==> src/rtl/alu_result_packer_if.sv <==
// Byte-wide valid/ready link from the result packer into the TX FIFO write side.
// A byte moves on a rising edge where TX_VALID and TX_READY are both high; while TX_VALID is high and TX_READY is low, TX_DATA and TX_VALID hold.
interface alu_result_packer_if;
    logic [7:0] TX_DATA;
    logic       TX_VALID;
    logic       TX_READY;

    modport master (output TX_DATA, output TX_VALID, input TX_READY);
    modport slave  (input TX_DATA, input TX_VALID, output TX_READY);
endinterface

==> src/rtl/alu_result_packer.sv <==
// Captures the result of whichever ALU sub-unit fired and streams it LSB-first
// as bytes to the TX FIFO. The state sequence is IDLE -> CAPTURE -> SEND.
module alu_result_packer #(
    parameter int OUT_WIDTH   = 16,
    parameter int ARITH_WIDTH = 16,
    parameter int LOGIC_WIDTH = 8,
    parameter int CMP_WIDTH   = 8,
    parameter int SHIFT_WIDTH = 8
) (
    input  logic                   CLK,
    input  logic                   RST,
    input  logic [ARITH_WIDTH-1:0] Arith_OUT,
    input  logic                   Arith_Flag,
    input  logic [LOGIC_WIDTH-1:0] Logic_OUT,
    input  logic                   Logic_Flag,
    input  logic [CMP_WIDTH-1:0]   CMP_OUT,
    input  logic                   CMP_Flag,
    input  logic [SHIFT_WIDTH-1:0] SHIFT_OUT,
    input  logic                   SHIFT_Flag,
    output logic [OUT_WIDTH-1:0]   RES_OUT,
    output logic                   RES_VALID,
    alu_result_packer_if.master    tx,
    output logic                   BUSY,
    output logic                   DROP,
    output logic                   MULTI_ERR,
    output logic [1:0]             STATE_DBG
);
    localparam int NBYTES = OUT_WIDTH / 8;
    localparam int CW     = (NBYTES > 1) ? $clog2(NBYTES) : 1;

    typedef enum logic [1:0] {S_IDLE = 2'd0, S_CAPTURE = 2'd1, S_SEND = 2'd2} state_e;
    typedef enum logic [1:0] {U_ARITH = 2'd0, U_LOGIC = 2'd1, U_CMP = 2'd2, U_SHIFT = 2'd3} unit_e;

    state_e                 state_q, state_d;
    unit_e                  sel_q, sel_d;
    logic [OUT_WIDTH-1:0]   res_q, res_d;
    logic [OUT_WIDTH-1:0]   shreg_q, shreg_d;
    logic [CW-1:0]          cnt_q, cnt_d;
    logic                   res_valid_q, res_valid_d;
    logic                   drop_q, drop_d;
    logic                   multi_q, multi_d;
    logic                   any_flag;
    logic [2:0]             nflags;
    logic [OUT_WIDTH-1:0]   sel_word;

    assign any_flag = Arith_Flag | Logic_Flag | CMP_Flag | SHIFT_Flag;
    assign nflags   = {2'b00, Arith_Flag} + {2'b00, Logic_Flag}
                    + {2'b00, CMP_Flag} + {2'b00, SHIFT_Flag};

    // The unit was chosen a cycle earlier; its registered output is valid now.
    always_comb begin
        sel_word = '0;
        case (sel_q)
            U_ARITH: sel_word[ARITH_WIDTH-1:0] = Arith_OUT;
            U_LOGIC: sel_word[LOGIC_WIDTH-1:0] = Logic_OUT;
            U_CMP:   sel_word[CMP_WIDTH-1:0]   = CMP_OUT;
            default: sel_word[SHIFT_WIDTH-1:0] = SHIFT_OUT;
        endcase
    end

    always_comb begin
        state_d     = state_q;
        sel_d       = sel_q;
        res_d       = res_q;
        shreg_d     = shreg_q;
        cnt_d       = cnt_q;
        res_valid_d = 1'b0;
        drop_d      = 1'b0;
        multi_d     = 1'b0;
        case (state_q)
            S_IDLE: begin
                if (any_flag) begin
                    state_d = S_CAPTURE;
                    multi_d = (nflags > 3'd1);
                    if (Arith_Flag)      sel_d = U_ARITH;
                    else if (Logic_Flag) sel_d = U_LOGIC;
                    else if (CMP_Flag)   sel_d = U_CMP;
                    else                 sel_d = U_SHIFT;
                end
            end
            S_CAPTURE: begin
                drop_d      = any_flag;
                res_d       = sel_word;
                shreg_d     = sel_word;
                cnt_d       = '0;
                res_valid_d = 1'b1;
                state_d     = S_SEND;
            end
            S_SEND: begin
                drop_d = any_flag;
                if (tx.TX_READY) begin
                    shreg_d = shreg_q >> 8;
                    cnt_d   = cnt_q + 1'b1;
                    if (cnt_q == CW'(NBYTES - 1)) state_d = S_IDLE;
                end
            end
            default: state_d = S_IDLE;
        endcase
    end

    always_ff @(posedge CLK or negedge RST) begin
        if (!RST) begin
            state_q     <= S_IDLE;
            sel_q       <= U_ARITH;
            res_q       <= '0;
            shreg_q     <= '0;
            cnt_q       <= '0;
            res_valid_q <= 1'b0;
            drop_q      <= 1'b0;
            multi_q     <= 1'b0;
        end else begin
            state_q     <= state_d;
            sel_q       <= sel_d;
            res_q       <= res_d;
            shreg_q     <= shreg_d;
            cnt_q       <= cnt_d;
            res_valid_q <= res_valid_d;
            drop_q      <= drop_d;
            multi_q     <= multi_d;
        end
    end

    assign RES_OUT     = res_q;
    assign RES_VALID   = res_valid_q;
    assign tx.TX_DATA  = shreg_q[7:0];
    assign tx.TX_VALID = (state_q == S_SEND);
    assign BUSY        = (state_q != S_IDLE);
    assign DROP        = drop_q;
    assign MULTI_ERR   = multi_q;
    assign STATE_DBG   = state_q;
endmodule

==> src/flat_wrapper.sv <==
// flat-port wrapper written by rule: the top's interface ports become plain ports
module alu_result_packer_flat 
#(
    parameter int OUT_WIDTH   = 16,
    parameter int ARITH_WIDTH = 16,
    parameter int LOGIC_WIDTH = 8,
    parameter int CMP_WIDTH   = 8,
    parameter int SHIFT_WIDTH = 8
)
  (CLK, RST, Arith_OUT, Arith_Flag, Logic_OUT, Logic_Flag, CMP_OUT, CMP_Flag, SHIFT_OUT, SHIFT_Flag, RES_OUT, RES_VALID, BUSY, DROP, MULTI_ERR, STATE_DBG, tx_TX_DATA, tx_TX_VALID, tx_TX_READY);
  alu_result_packer_if tx_i ();
  input  logic CLK;
  input  logic RST;
  input  logic [ARITH_WIDTH-1:0] Arith_OUT;
  input  logic Arith_Flag;
  input  logic [LOGIC_WIDTH-1:0] Logic_OUT;
  input  logic Logic_Flag;
  input  logic [CMP_WIDTH-1:0] CMP_OUT;
  input  logic CMP_Flag;
  input  logic [SHIFT_WIDTH-1:0] SHIFT_OUT;
  input  logic SHIFT_Flag;
  output logic [OUT_WIDTH-1:0] RES_OUT;
  output logic RES_VALID;
  output logic BUSY;
  output logic DROP;
  output logic MULTI_ERR;
  output logic [1:0] STATE_DBG;
  output wire logic [$bits(tx_i.TX_DATA)-1:0] tx_TX_DATA;
  output wire logic [$bits(tx_i.TX_VALID)-1:0] tx_TX_VALID;
  input wire logic [$bits(tx_i.TX_READY)-1:0] tx_TX_READY;
  assign tx_TX_DATA = tx_i.TX_DATA;
  assign tx_TX_VALID = tx_i.TX_VALID;
  assign tx_i.TX_READY = tx_TX_READY;
  alu_result_packer #(.OUT_WIDTH(OUT_WIDTH), .ARITH_WIDTH(ARITH_WIDTH), .LOGIC_WIDTH(LOGIC_WIDTH), .CMP_WIDTH(CMP_WIDTH), .SHIFT_WIDTH(SHIFT_WIDTH)) u_core (.CLK(CLK), .RST(RST), .Arith_OUT(Arith_OUT), .Arith_Flag(Arith_Flag), .Logic_OUT(Logic_OUT), .Logic_Flag(Logic_Flag), .CMP_OUT(CMP_OUT), .CMP_Flag(CMP_Flag), .SHIFT_OUT(SHIFT_OUT), .SHIFT_Flag(SHIFT_Flag), .RES_OUT(RES_OUT), .RES_VALID(RES_VALID), .tx(tx_i), .BUSY(BUSY), .DROP(DROP), .MULTI_ERR(MULTI_ERR), .STATE_DBG(STATE_DBG));
endmodule
==> config.mk <==
export PLATFORM = sky130hd
export DESIGN_NAME = alu_result_packer_flat
export DESIGN_NICKNAME = d
export VERILOG_FILES = /design/src/rtl/alu_result_packer_if.sv /design/src/rtl/alu_result_packer.sv /design/src/flat_wrapper.sv
export SDC_FILE = /design/constraint.sdc
export NUM_CORES = 1
export LEC_CHECK = 0
export CAP_MARGIN = 20
export CORE_UTILIZATION = 35
export CTS_CLUSTER_SIZE = 8
export DETAILED_ROUTE_END_ITERATION = 7
export PLACE_DENSITY = 0.72
export SYNTH_ARGS = -nofsm -noshare
export SYNTH_HDL_FRONTEND = slang
export SYNTH_SLANG_ARGS = --single-unit
==> constraint.sdc <==
create_clock -name CLK -period 1.7 [get_ports CLK]
set_input_delay 0.34 -clock CLK [delete_from_list [all_inputs] [get_ports CLK]]
set_output_delay 0.34 -clock CLK [all_outputs]
set_load 0.1 [all_outputs]
**Yosys cells after proc, flatten, opt, wreduce, memory -nomap -nowiden**

Index checks and enable logic that the tools add are counted.

- Add/sub/neg operators: 4
- Multiply operators: 0
- Divide/modulo/power cells: 0
- Magnitude comparators: 1
- Eq/ne operators: 7
- Shift-type cells: 0
- Multiplexer cells: 17
- Bitwise gates (word level): 3
- Reductions and logical operators: 8

Operators by type and width:

| operator | count |
|---|---|
| $pmux W16 S2 | 1 |
| $pmux W8 S3 | 1 |
| $mux W16 | 1 |
| $mux W2 | 5 |
| $mux W8 | 1 |
| $add A3 B1 Y3 | 2 |
| $mux W1 | 6 |
| $ne A2 B1 Y1 const B | 3 |
| $pmux W2 S3 | 1 |
| $eq A2 B1 Y1 const B | 2 |
| $eq A2 B2 Y1 const B | 2 |
| $logic_not A2 Y1 | 2 |
| $reduce_and A2 Y1 | 2 |
| $reduce_bool A2 Y1 | 2 |
| $gt A3 B1 Y1 const B | 1 |
| $or A1 B1 Y1 | 3 |
| $reduce_and A3 Y1 | 1 |
| $add A1 B1 Y2 | 1 |
| $pmux W1 S2 | 1 |
| $reduce_or A2 Y1 | 1 |
| $add A1 B1 Y1 const B | 1 |

- Register bits after elaboration: 40
- Bits in latches: 0
- Memory bits (writable): 0
- Bits in read-only memories: 0
- Word-level logic and storage cells: 48
- Memories kept: 0

**Longest topological paths before layout**

- Word-level depth: 6
- Gate-level depth with buffers: 7
- Depth with buffers taken out: 5

**Least setup slack after synthesis**

Ideal clock, no wire load.

- Path type: flip-flop to flip-flop
- From: register u_core.state_q[1], in the netlist u_core.STATE_DBG[1]
- To: register u_core.shreg_q[6]
- Library setup time: 0.126 ns
- Arrival time: 2.880 ns
- Data required time: 1.574 ns
- Setup slack: -1.306 ns
- Cell stages (with the launch flop): 7
- Path buffers: 2
- Clock period less this slack: 3.006 ns
- Cell sequence: dfrtp_1 ha_1 buf_2 mux2_2 buf_2 nor2_1 a21oi_1

- Cells in the longest elaborated chain, start to end: 3

Ends and longest elaborated chain:

| element | RTL line | RTL |
|---|---|---|
| from (decl) | alu_result_packer.sv:34 | `state_e state_q, state_d;` |
| from (signal assigned) | alu_result_packer.sv:112 | `state_q <= state_d;` |
| $eq A2 B2 Y1 (*) | -- |  |
| named net tx_TX_VALID | flat_wrapper.sv:29 | `output wire logic [$bits(tx_i.TX_VALID)-1:0] tx_TX_VALID;` |
| $ne A2 B1 Y1 (no line) or $reduce_bool A2 Y1 (tied branches) | -- |  |
| $reduce_and A2 Y1 (no line) | -- |  |
| to (signal assigned) | alu_result_packer.sv:115 | `shreg_q <= shreg_d;` |
| to (decl) | alu_result_packer.sv:37 | `logic [OUT_WIDTH-1:0] shreg_q, shreg_d;` |

The timed path passes the listed nets; every way through them passes the cells marked *.
A chain may end at the register's enable or synchronous reset.

**Worst setup path in the final report**

- From: register u_core.state_q[0], in the netlist u_core.STATE_DBG[0]
- To: output port BUSY

- Cells in the longest elaborated chain, start to end: 1

Ends and longest elaborated chain:

| element | RTL line | RTL |
|---|---|---|
| $reduce_bool A2 Y1 | alu_result_packer.sv:127 | `assign BUSY = (state_q != S_IDLE);` |
| to (decl) | flat_wrapper.sv:24 | `output logic BUSY;` |

Every way passes these cells.

==> summary.md <==
| Metric | Value |
|---|---|
| Synth Area per Inst | `12.5 sq um` |
| CTS clk-pin slew, worst paths | `0.08 ns` |
| Die H | `77.5 um` |
| Yosys warning count | `0` |
| Register bit count reported by yosys | `40` |
| Post-synth top area share | `0.501` |
| Core footprint | `5510 sq um` |
| Setup crit end kind | `output pin` |
| Post-Syn Nets | `around 210` |
| Ratio of cells with drive above 1 in the final layout | `0.350` |
| Via density | `4.90` |
| Detailed Route WL | `4.98 mm` |
| H-tree depth | `2` |
| Final Hold Vio Count | `8` |
| Clk sinks | `40` |
| Vias in the first global route | `approximately 1600` |
| Vias | `1558` |
| ANT nets after route | `0` |
| Routed wire per std cell | `15.7 um` |
| Yosys cell types | `26` |
| Final HPWL from detailed placement | `about 3.8 mm` |
| Buffers on Ports | `77` |
| CTS tree | `yes` |
| DRC viols | `2` |
| Starting Density | `0.363` |
| Max Clk Rate | `599 MHz` |
| Yosys top cell by area | `dfrtp_1` |
| Outcome | `complete, but fails checks` |
| RSZ-0062 raised after global routing | `yes` |
| Pre-antenna DRT Iters | `6` |
| Worst slew margin | `0.687` |
| WP data arrival | `1.33 ns` |
| Skew-Pair Late Insertion Delay | `0.29 ns` |
| GPL Wtd Cong | `0.727` |
| # setup viols final | `0` |
| Min-Delay Path Class | `input port to async pin` |
| Max FO, Critical Path | `3` |
| Max cap viols | `0` |
| Clock Tree Buf Depth | `2` |
| GRT Total Usage | `0.176` |
| Clock root cell | `clkbuf_8` |
| Final max-slew violation count | `0` |
| Rows | `27` |
| Main synth FF type | `dfrtp_1` |
| Final nets | `298` |
| Startpoint types | `flip-flop` |
| Io pins | `78` |
| Seq/Total Area, Yosys | `0.501` |
| First-pass GRT wire length | `8.03 mm` |
| Final period demand of the worst path | `1.67 ns` |
| Non-Filler Instances | `318` |
| Worst-Margin Slew | `0.460 ns` |
| Syn Inst Count | `160` |
| Layout area overhead | `70.1%` |
| Setup CP Type | `flip-flop to output pin` |
| Antenna violations before repair | `0` |
| Placed cell count | `306` |
| Diode count | `0` |
| DR iter-0 viols | `just under 70` |
| GRT Residual Overflow | `0` |
| Final cycle utilization of the critical path | `0.982` |
| Maximum number of pins on one net before global-route repair | `22` |
| WP data required | `between 1 and 1.5 ns` |
| Post-synth ARST share | `1.00` |
| Ranking of synthesized cells by area | `dfrtp_1 (50%), mux4_2 (6.8%), mux2i_1 (4.5%), mux2_4 (4.5%), a22o_1 (3.9%)` |
| EDFF count, synth | `0` |
| Num CTS Buffers | `5` |
| Mapped cell area | `2000 sq um` |
| Hold WS | `-0.00800 ns` |
| Die area | `between 6000 and 7000 sq um` |
| Die Wd | `a little under 80 um` |
| Violated checks | `DRC, hold timing` |
| Clock Skew | `0.00747 ns` |
metal layers:
metal | part of all wire | global-route usage | routed length [um]
met3 | 0.061 | 0.0588 | 305
met5 | 0 | 0 | 0
met2 | 0.50 | 0.292 | 2480
met1 | 0.43 | 0.222 | 2160
met4 | 0.0064 | 0.0396 | 32
Yosys cell counts, types with 2 or more instances:
| cell | n |
|---|---|
| nand3_1 | 8 |
| a22o_1 | 9 |
| inv_1 | 14 |
| mux4_2 | 6 |
| dfrtp_1 | 40 |
| mux2_4 | 6 |
| buf_4 | 8 |
| buf_2 | 6 |
| ha_1 | 6 |
| nor2_1 | 11 |
| o21ai_0 | 9 |
| mux2_2 | 5 |
| mux4_1 | 2 |
| a21oi_1 | 10 |
| mux2i_1 | 9 |
critical path, stage by stage (launching register included):
cell and delay (ns):
dfrtp_4 0.52, inv_4 0.09, ha_4 0.16, clkinvlp_4 0.10
buf_12 0.17
stage by stage:
stage / utilization / TNS (ns) / hold slack [ns] / instance area (sq um) / worst slack (ns)
global route: 0.617 / -0.0128 / 0.0218 / 3400 / -0.0128
CTS: 0.610 / 0 / 0.0119 / 3360 / 0.000290
global placement: 0.584 / -0.499 / 0.319 / 3210 / -0.199
floorplan: - / -3.83 / 0.0444 / 2050 / -0.240
detailed placement: 0.584 / -0.844 / 0.328 / 3210 / -0.256
finish: 0.617 / 0 / -0.00800 / 3400 / 0.0306
path summary, 6_finish.rpt:
check | to | slack (ns) | start | cells past startpoint
worst max-delay path | BUSY | 0.03 | u_core.STATE_DBG[0] | 4
worst min-delay path | u_core.RES_OUT[4] | -0.008 | RST | 1
worst max register to register | u_core.shreg_q[8] | 0.07 | u_core.STATE_DBG[0] | 6
worst min register to register | u_core.shreg_q[15] | 0.51 | u_core.shreg_q[15] | 1
max in group asynchronous | u_core.RES_OUT[11] | 1.16 | RST | 2
min in group CLK | u_core.shreg_q[15] | 0.51 | u_core.shreg_q[15] | 1
repair_timing:
action,4_1_cts,5_1_grt
endpoints found under the setup margin,1,10
hold buffers,0,0
buffers inserted,0,4
pin swaps,0,2
gates resized for setup,5,2
sequential cells by signal, summed over array words and instances (netlist names):
name	count
u_core.DROP	1
u_core.MULTI_ERR	1
u_core.RES_OUT	16
u_core.RES_VALID	1
u_core.STATE_DBG	2
u_core.cnt_q	1
u_core.sel_q	2
u_core.shreg_q	16
cell families after synthesis:
group | synth area share
xor gates and xnor gates | 0.00439
buffers and inverters | 0.0789
adders and majority gates | 0.0376
AOI/OAI and AO/OA | 0.103
muxes | 0.212
and+or+nand+nor | 0.0627
DFF | 0.501
layout by cell type, fill, tap and decap left out, types with 3 or more instances in the layout:
master	netlist	final
mux2_4	6	7
mux4_2	6	6
a21oi_1	10	10
nand3_1	8	8
ha_1	6	3
buf_4	8	15
inv_1	14	11
mux2_2	5	4
dfrtp_1	40	38
nor2_1	11	11
mux2i_1	9	8
a22o_1	9	9
o21ai_0	9	9
clkbuf_8	0	7
clkdlybuf4s50_1	0	45
buf_12	0	33
final cells by class:
| class | instances | area, sq um |
|---|---|---|
| Multi-Input combinational cell | 90 | 882 |
| Fill cell | 422 | 2110 |
| Tap cell | 72 | 90.1 |
| Timing Repair Buffer | 94 | 1230 |
| Inverter | 14 | 61.3 |
| Clock buffer | 7 | 96.3 |
| Sequential cell | 40 | 1010 |
| Clock inverter | 1 | 30.0 |
Power is left out: the tool's default activity adds up to more than one toggle a clock period on the data nets, which glitch-free logic cannot reach.
